**src/rtl/bus_pkg.sv**
```systemverilog
// ============================================================================
//  Module   : bus_pkg
//  Brief    : Shared packet type and destination helpers for the bus agents.
//  Revision : 1.0 - initial release
// ============================================================================
`default_nettype none

package bus_pkg;

  localparam int          PKT_W        = 16;
  localparam int          DEST_W       = 8;
  localparam logic [7:0]  BROADCAST_ID = 8'hFF;

  typedef logic [PKT_W-1:0] pckt_t;

  // Destination id lives in the top byte of every packet.
  function automatic logic [DEST_W-1:0] dest_of(input pckt_t p);
    return p[PKT_W-1 -: DEST_W];
  endfunction

endpackage

`default_nettype wire

```
**src/rtl/bus_fifo_mem.sv**
```systemverilog
// ============================================================================
//  Module   : bus_fifo_mem
//  Brief    : DEPTH x W register array, one write port, asynchronous read port.
//  Revision : 1.0 - initial release
// ============================================================================
`default_nettype none

module bus_fifo_mem #(
  parameter int DEPTH = 8,
  parameter int W     = 48,
  parameter int AW    = $clog2(DEPTH)
) (
  input  logic          clk,
  input  logic          we_i,
  input  logic [AW-1:0] waddr_i,
  input  logic [W-1:0]  wdata_i,
  input  logic [AW-1:0] raddr_i,
  output logic [W-1:0]  rdata_o
);

  // Storage is deliberately not reset; readers gate the output by occupancy.
  logic [W-1:0] mem_q [DEPTH];

  always_ff @(posedge clk) begin
    if (we_i) begin
      mem_q[waddr_i] <= wdata_i;
    end
  end

  assign rdata_o = mem_q[raddr_i];

endmodule

`default_nettype wire

```
**src/rtl/bus_dev_tx_fifo.sv**
```systemverilog
// ============================================================================
//  Module   : bus_dev_tx_fifo
//  Brief    : Per-device transmit FIFO with enqueue timestamps, feeding the arbiter.
//  Revision : 1.0 - initial release
// ============================================================================
`default_nettype none

module bus_dev_tx_fifo
  import bus_pkg::*;
#(
  parameter int         PCKG_SZ = 16,
  parameter int         DEPTH   = 8,
  parameter int         TS_W    = 32,
  parameter logic [7:0] DEV_ID  = 8'd0
) (
  input  logic                       clk,
  input  logic                       reset,
  input  logic                       push,
  input  logic [PCKG_SZ-1:0]         D_push,
  output logic                       full,
  output logic                       pndng,
  input  logic                       pop,
  output logic [PCKG_SZ-1:0]         D_pop,
  output logic [TS_W-1:0]            ts_pop,
  output logic [$clog2(DEPTH):0]     count,
  output logic [15:0]                ovf_cnt,
  output logic                       self_dest
);

  localparam int             AW       = $clog2(DEPTH);
  localparam int             CW       = AW + 1;
  localparam int             EW       = PCKG_SZ + TS_W;
  localparam logic [CW-1:0]  FULL_CNT = CW'(DEPTH);

  logic [AW:0]       wr_q, wr_d;
  logic [AW:0]       rd_q, rd_d;
  logic [CW-1:0]     count_q, count_d;
  logic [15:0]       ovf_q, ovf_d;
  logic [TS_W-1:0]   cyc_q;
  logic              full_q, pndng_q;

  logic              pop_eff;
  logic              push_ok;
  logic              mem_we;
  logic [EW-1:0]     head;
  logic [PCKG_SZ-1:0] head_pkt;

  always_comb begin
    pop_eff = pop && pndng_q;
    // A pop on the same edge frees the slot a full-FIFO push needs.
    push_ok = push && (!full_q || pop_eff);
    wr_d    = wr_q;
    rd_d    = rd_q;
    count_d = count_q;
    ovf_d   = ovf_q;
    if (push_ok) begin
      wr_d = wr_q + 1'b1;
    end
    if (pop_eff) begin
      rd_d = rd_q + 1'b1;
    end
    case ({push_ok, pop_eff})
      2'b10:   count_d = count_q + 1'b1;
      2'b01:   count_d = count_q - 1'b1;
      default: count_d = count_q;
    endcase
    if (push && !push_ok && (ovf_q != 16'hFFFF)) begin
      ovf_d = ovf_q + 16'd1;
    end
  end

  always_ff @(posedge clk) begin
    if (!reset) begin
      wr_q    <= '0;
      rd_q    <= '0;
      count_q <= '0;
      ovf_q   <= '0;
      cyc_q   <= '0;
      full_q  <= 1'b0;
      pndng_q <= 1'b0;
    end else begin
      wr_q    <= wr_d;
      rd_q    <= rd_d;
      count_q <= count_d;
      ovf_q   <= ovf_d;
      cyc_q   <= cyc_q + 1'b1;
      full_q  <= (count_d == FULL_CNT);
      pndng_q <= (count_d != '0);
    end
  end

  assign mem_we = push_ok && reset;

  bus_fifo_mem #(
    .DEPTH (DEPTH),
    .W     (EW),
    .AW    (AW)
  ) u_mem (
    .clk     (clk),
    .we_i    (mem_we),
    .waddr_i (wr_q[AW-1:0]),
    .wdata_i ({D_push, cyc_q}),
    .raddr_i (rd_q[AW-1:0]),
    .rdata_o (head)
  );

  assign head_pkt  = head[EW-1 -: PCKG_SZ];
  assign D_pop     = pndng_q ? head_pkt : '0;
  assign ts_pop    = pndng_q ? head[TS_W-1:0] : '0;
  assign self_dest = pndng_q && (head_pkt[PCKG_SZ-1 -: DEST_W] == DEV_ID);
  assign full      = full_q;
  assign pndng     = pndng_q;
  assign count     = count_q;
  assign ovf_cnt   = ovf_q;

  // The wrap-bit pointer distance must always agree with the occupancy count.
  a_ptr_count: assert property (@(posedge clk) disable iff (!reset)
                                (wr_q - rd_q) == count_q);

endmodule

`default_nettype wire

```
**config.mk**
```make
export PLATFORM = sky130hd
export DESIGN_NAME = bus_dev_tx_fifo
export DESIGN_NICKNAME = d
export VERILOG_FILES = /design/src/rtl/bus_pkg.sv /design/src/rtl/bus_fifo_mem.sv /design/src/rtl/bus_dev_tx_fifo.sv
export SDC_FILE = /design/constraint.sdc
export NUM_CORES = 1
export LEC_CHECK = 0
export ABC_AREA = 1
export BUFFER_PORTS_ARGS = -buffer_cell sky130_fd_sc_hd__buf_2
export CAP_MARGIN = 10
export CORE_ASPECT_RATIO = 0.9
export CORE_MARGIN = 2
export CORE_UTILIZATION = 55
export DETAILED_ROUTE_END_ITERATION = 8
export HOLD_SLACK_MARGIN = 0.03
export PLACE_DENSITY = 0.76
export SYNTH_ARGS = -nofsm -noshare
export SYNTH_HDL_FRONTEND = slang
export SYNTH_SLANG_ARGS = --single-unit
```
**constraint.sdc**
```tcl
create_clock -name clk -period 5.6 [get_ports clk]
set_input_delay 1.12 -clock clk [delete_from_list [all_inputs] [get_ports clk]]
set_output_delay 1.12 -clock clk [all_outputs]
set_load 0.01 [all_outputs]
```
# Word level (Yosys, flattened, before mapping)
# Memories as Yosys holds them, arrays and structs flattened. A register that Yosys moved wholly into a read port is not among the register bits.
# Cells that the tools add are included.
[op_classes] n_eq_ne=4 addsub=6 mux=7 reduce_logical=11
[ops] cell="adder 32 x 1 -> 32 bit (second input constant)" count=1
[ops] cell="two-way mux 32 bit" count=1
[ops] cell="adder 16 x 1 -> 16 bit (second input constant)" count=1
[ops] cell="two-way mux 16 bit" count=1
[ops] cell="!= test 16 bit (second input constant)" count=1
[ops] cell="adder 4 x 1 -> 4 bit (second input constant)" count=3
[ops] cell="logical NOT 8 bit" count=1
[ops] cell="one-hot mux 4 bit (2 select lines)" count=1
[ops] cell="logical AND 1 bit" count=6
[ops] cell="two-way mux 3 bit" count=2
[ops] cell="== test 4 bit (second input constant)" count=1
[ops] cell="nonzero test 4 bit" count=1
[ops] cell="subtractor 4 x 1 -> 4 bit (second input constant)" count=1
[ops] cell="== test 2 x 1 -> 1 bit (second input constant)" count=1
[ops] cell="== test 2 bit (second input constant)" count=1
[ops] cell="logical NOT 1 bit" count=2
[ops] cell="two-way mux 1 bit" count=2
[ops] cell="logical OR 1 bit" count=1
[totals] n_memories=1 wordCells=36 input_bits=20 mem_bits_rw=384 output_inout_bits=71 reg_bits=62
[memory_table] memory="u_mem.mem_q" depth=8 word_bits=48 read_ports=1 rd_ports_with_merged_regs=1 wr=1 line="bus_fifo_mem.sv:22" rtl="logic [W-1:0] mem_q [DEPTH];"

# Longest topological paths before layout
[depth] depth_word=6 ltp_mapped=15 ltp_nobuf=15

# By module
# From an unflattened synthesis, not the netlist that was laid out.
[unflattened] hier_cells=2292 area_unflattened_um2=20398.3
[modules_own_cells] mod="bus_fifo_mem" cells_each=1677 n_inst=1 area_per_inst_um2=16709.8 seq_area_each_um2=11531.1
[modules_own_cells] mod="bus_dev_tx_fifo" cells_each=615 n_inst=1 area_per_inst_um2=3688.5 seq_area_each_um2=1201.2

# Worst setup path before layout
# Ideal clock, no wire load.
[synth_path] path_type="input to register" start="input reset" end="memory u_mem.mem_q[6][0] (enable)" path_buffers=1 slack_ns=0.055 path_stages=5 setup_time_ns=0.513 t_required_ns=5.087 t_arrival_ns=5.032 cell_sequence="clkbuf_1 > clkinv_1 > nor2_1 > inv_1 > nor3_1"
[synth_via] elab_chain_cells=3
[synth_rtl] item="from (decl)" line="bus_dev_tx_fifo.sv:17" rtl="input logic reset,"
[synth_rtl] item="logical AND 1 bit" line="bus_dev_tx_fifo.sv:92" rtl="assign mem_we = push_ok && reset;"
[synth_rtl] item="two-way mux 1 bit" line="bus_fifo_mem.sv:25" rtl="if (we_i) begin"
[synth_rtl] item="two-way mux 1 bit (implied by the code)" line="bus_fifo_mem.sv:26" rtl="mem_q[waddr_i] <= wdata_i;"
[synth_rtl] item="to (decl)" line="bus_fifo_mem.sv:22"
# No other way between the ends.

==> results.sh <==
export IMPL_fin_worst_skew_ns=0.0229
export IMPL_port_buffer_count=90
export IMPL_p_clk_frac=0.346
export IMPL_critPathKind="reg -> out"
export IMPL_grt_pass1_wl_mm=62.7
export IMPL_dr_pass1_iters=5
export IMPL_fin_util=0.625
export IMPL_die_x_um=196
export IMPL_pwr_share_comb=0.206
export IMPL_drt_iter0_drc=1201
export IMPL_placedCellCount=2097
export IMPL_clkSlewWorstSetupHoldPaths_ns=0.06
export IMPL_vias=12500
export IMPL_io_pins=91
export IMPL_holdBufCountCts=0
export IMPL_yosysUniqueCellTypes=33
export IMPL_area_growth_pct=12.3
export IMPL_core_um2=32900
export IMPL_drt_wirelength_per_cell_um=18.7
export IMPL_tightest_slew_ns=1.22
export IMPL_met1_usage=0.325
export IMPL_ant_nets=0
export IMPL_wl_mm=40.7
export IMPL_min_path_type="reg -> reg"
export IMPL_synth_top_cell_area_share=0.630
export IMPL_outcome="completed"
export IMPL_final_max_slew_viol_count=0
export IMPL_peakVddDrop_v=0.000415
export IMPL_clkSinkCount=447
export IMPL_grt_most_used_layer="met2"
export IMPL_die_h_um=177
export IMPL_ys_async_sr_fraction=0
export IMPL_globalRouteMet3Util=0.0320
export IMPL_crit_fanout=112
export IMPL_fin_area_um2=20500
export IMPL_clockBufferDepth=3
export IMPL_cts_max_level=2
export IMPL_via_per_inst=5.72
export IMPL_grt_use_total=0.233
export IMPL_syn_avg_cell_area_um2=11.1
export IMPL_seqPwrFrac=0.448
export IMPL_ys_top_cells_by_count="384 x edfxtp_1, 339 x nor2_1, 209 x nand2_1"
export IMPL_nets=1748
export IMPL_setup_viol=0
export IMPL_drv_cap=0
export IMPL_period_share=0.716
export IMPL_power_density_nw_per_um2=410
export IMPL_p_sw_uw=2480
export IMPL_cts_buffers=44
export IMPL_ys_seq_area_frac=0.699
export IMPL_relSlewSlack=0.186
export IMPL_syn_num_nets=1677
export IMPL_synth_area_leader_cell="edfxtp_1"
export IMPL_rsz0062_at_grt="false"
export IMPL_gp_congestion=0.925
export IMPL_fin_cells=2179
export IMPL_netlist_area_um2=18300
export IMPL_yosysWarnings=0
export IMPL_dieArea_um2=34700
export IMPL_crit_path_start_kind="flop"
export IMPL_yosysMostFrequentCell="edfxtp_1"
export IMPL_postCtsResizedCells=0
export IMPL_netSwitchingFraction=0.295
export IMPL_synth_edf_count=384
export IMPL_antenna_found_initial=0
export IMPL_ctsRootBufferMaster="clkbuf_16"
export IMPL_grt_start_max_net_pins=113
export IMPL_p_leak_uw=0.00726
export IMPL_crit_required_ns=4.48
export IMPL_cts_tree="done"
export IMPL_fin_crit_ns=4.01
export IMPL_start_util=0.557
export IMPL_synthCells=1650
export IMPL_ys_seq_elements=447
export IMPL_placed_area_um2=19100
export IMPL_post_cts_setup_buffers=0
export IMPL_yosys_most_used_dff="edfxtp_1"
export IMPL_drive_gt1_frac=0.116
export IMPL_grt_remaining_overflow=0
export IMPL_hold_viol=0
export IMPL_num_rows=63
export IMPL_p_int_uw=5930
export IMPL_hpwl_mm=20.7
export IMPL_cp_end_kind="output pin"
export IMPL_synth_area_leaders="edfxtp_1 63%, nor2_1 7.0%, dfxtp_1 6.9%"
export IMPL_finalSetupTns_ns=0
export IMPL_grt_use_met2=0.385
export IMPL_fmax_mhz=249
export IMPL_clk_latency_ns=0.55
export IMPL_grt_pass1_vias=11800
export IMPL_cp_data_arrival_time_ns=2.89
export IMPL_n_antenna_cell=0
export IMPL_drc=0
==> flip-flops by register name, indices dropped and copies added (netlist names), named ones only <==
name and cells:
count 4, cyc_q 32, full 1, ovf_cnt 16, pndng 1, rd_q 3, u_mem.mem_q 384, wr_q 3
==> area by class of cell <==
class | count | area (µm²)
clock inverters | 21 | 210
clock buffers | 61 | 1240
inverters | 93 | 353
repair buffers | 109 | 606
flip-flops and latches | 447 | 12800
multi-input cells | 1026 | 4800
well taps | 422 | 528
fillers | 2490 | 12300
==> layer usage <==
layer | vias up | share of wire
met4 | 0 | 0.019
met1 | 5984 | 0.43
met2 | 495 | 0.47
li1 | 5915 | -
met5 | - | 0
met3 | 76 | 0.073
==> logic make-up after synthesis <==
family                   synth area share
AO/OA/AOI/OAI                       0.106
AND/OR/NAND/NOR                     0.141
flip-flops                          0.699
adder cells (fa/ha/maj)           0.00479
XOR/XNOR                          0.00814
buffers and inverters              0.0409
==> power groups by stage <==
stage / logic (µW) / registers [µW] / clock network (µW)
final: 1730 / 3770 / 2910
after global routing: 1950 / 3780 / 3070
after CTS: 1730 / 3770 / 2950
after detailed placement: 1720 / 3840 / 0
after global placement: 1670 / 3830 / 0
after floorplan: 1200 / 3810 / 0
==> path summary, 6_finish.rpt <==
kind	start	to	slack, ns	cells past startpoint
setup / recovery	flop	ts_pop[5]	1.59	7
hold / removal	rd_q[2]	flop	0.46	2
setup reg to reg	pndng	u_mem.mem_q[5][3]	2.70	7
hold reg to reg	rd_q[2]	flop	0.46	2
==> stage by stage <==
step | total power (µW) | setup slack [ns] | hold slack, ns
5_1_grt | 8790 | 1.43 | 0.490
2_1_floorplan | 5010 | 0.0546 | 0.433
6_report | 8410 | 1.59 | 0.456
3_5_place_dp | 5550 | 2.24 | 0.450
4_1_cts | 8440 | 1.67 | 0.459
3_3_place_gp | 5500 | 2.29 | 0.441
==> cell usage in the layout (no fill, tap or decap), drive strengths merged, types with 3 or more instances in the layout <==
cell type  synthesis  layout
nand3             44      44
inv               90      92
clkinv             3      19
o21a               3       3
a21oi             44      44
nand3b             5       5
or2                4       4
nor2             344     344
nand4              8       8
buf               31     109
ha                 7       7
o211ai             6       6
nor3              21      21
o22ai             81      81
nand2            212     212
o21ai            227     227
xnor2              6       6
dfxtp             63      63
clkbuf            53      61
edfxtp           384     384
xor2              11      11
bufinv             0       3
==> critical path, stage by stage (launching register included) <==
cell and delay, ns:
dfxtp_4 0.36, inv_4 0.56, buf_12 0.46, o21ai_0 0.17
o22ai_1 0.17, o21ai_0 0.13, nor2_1 0.24, buf_2 0.18
(Power assumes the default switching activity.)
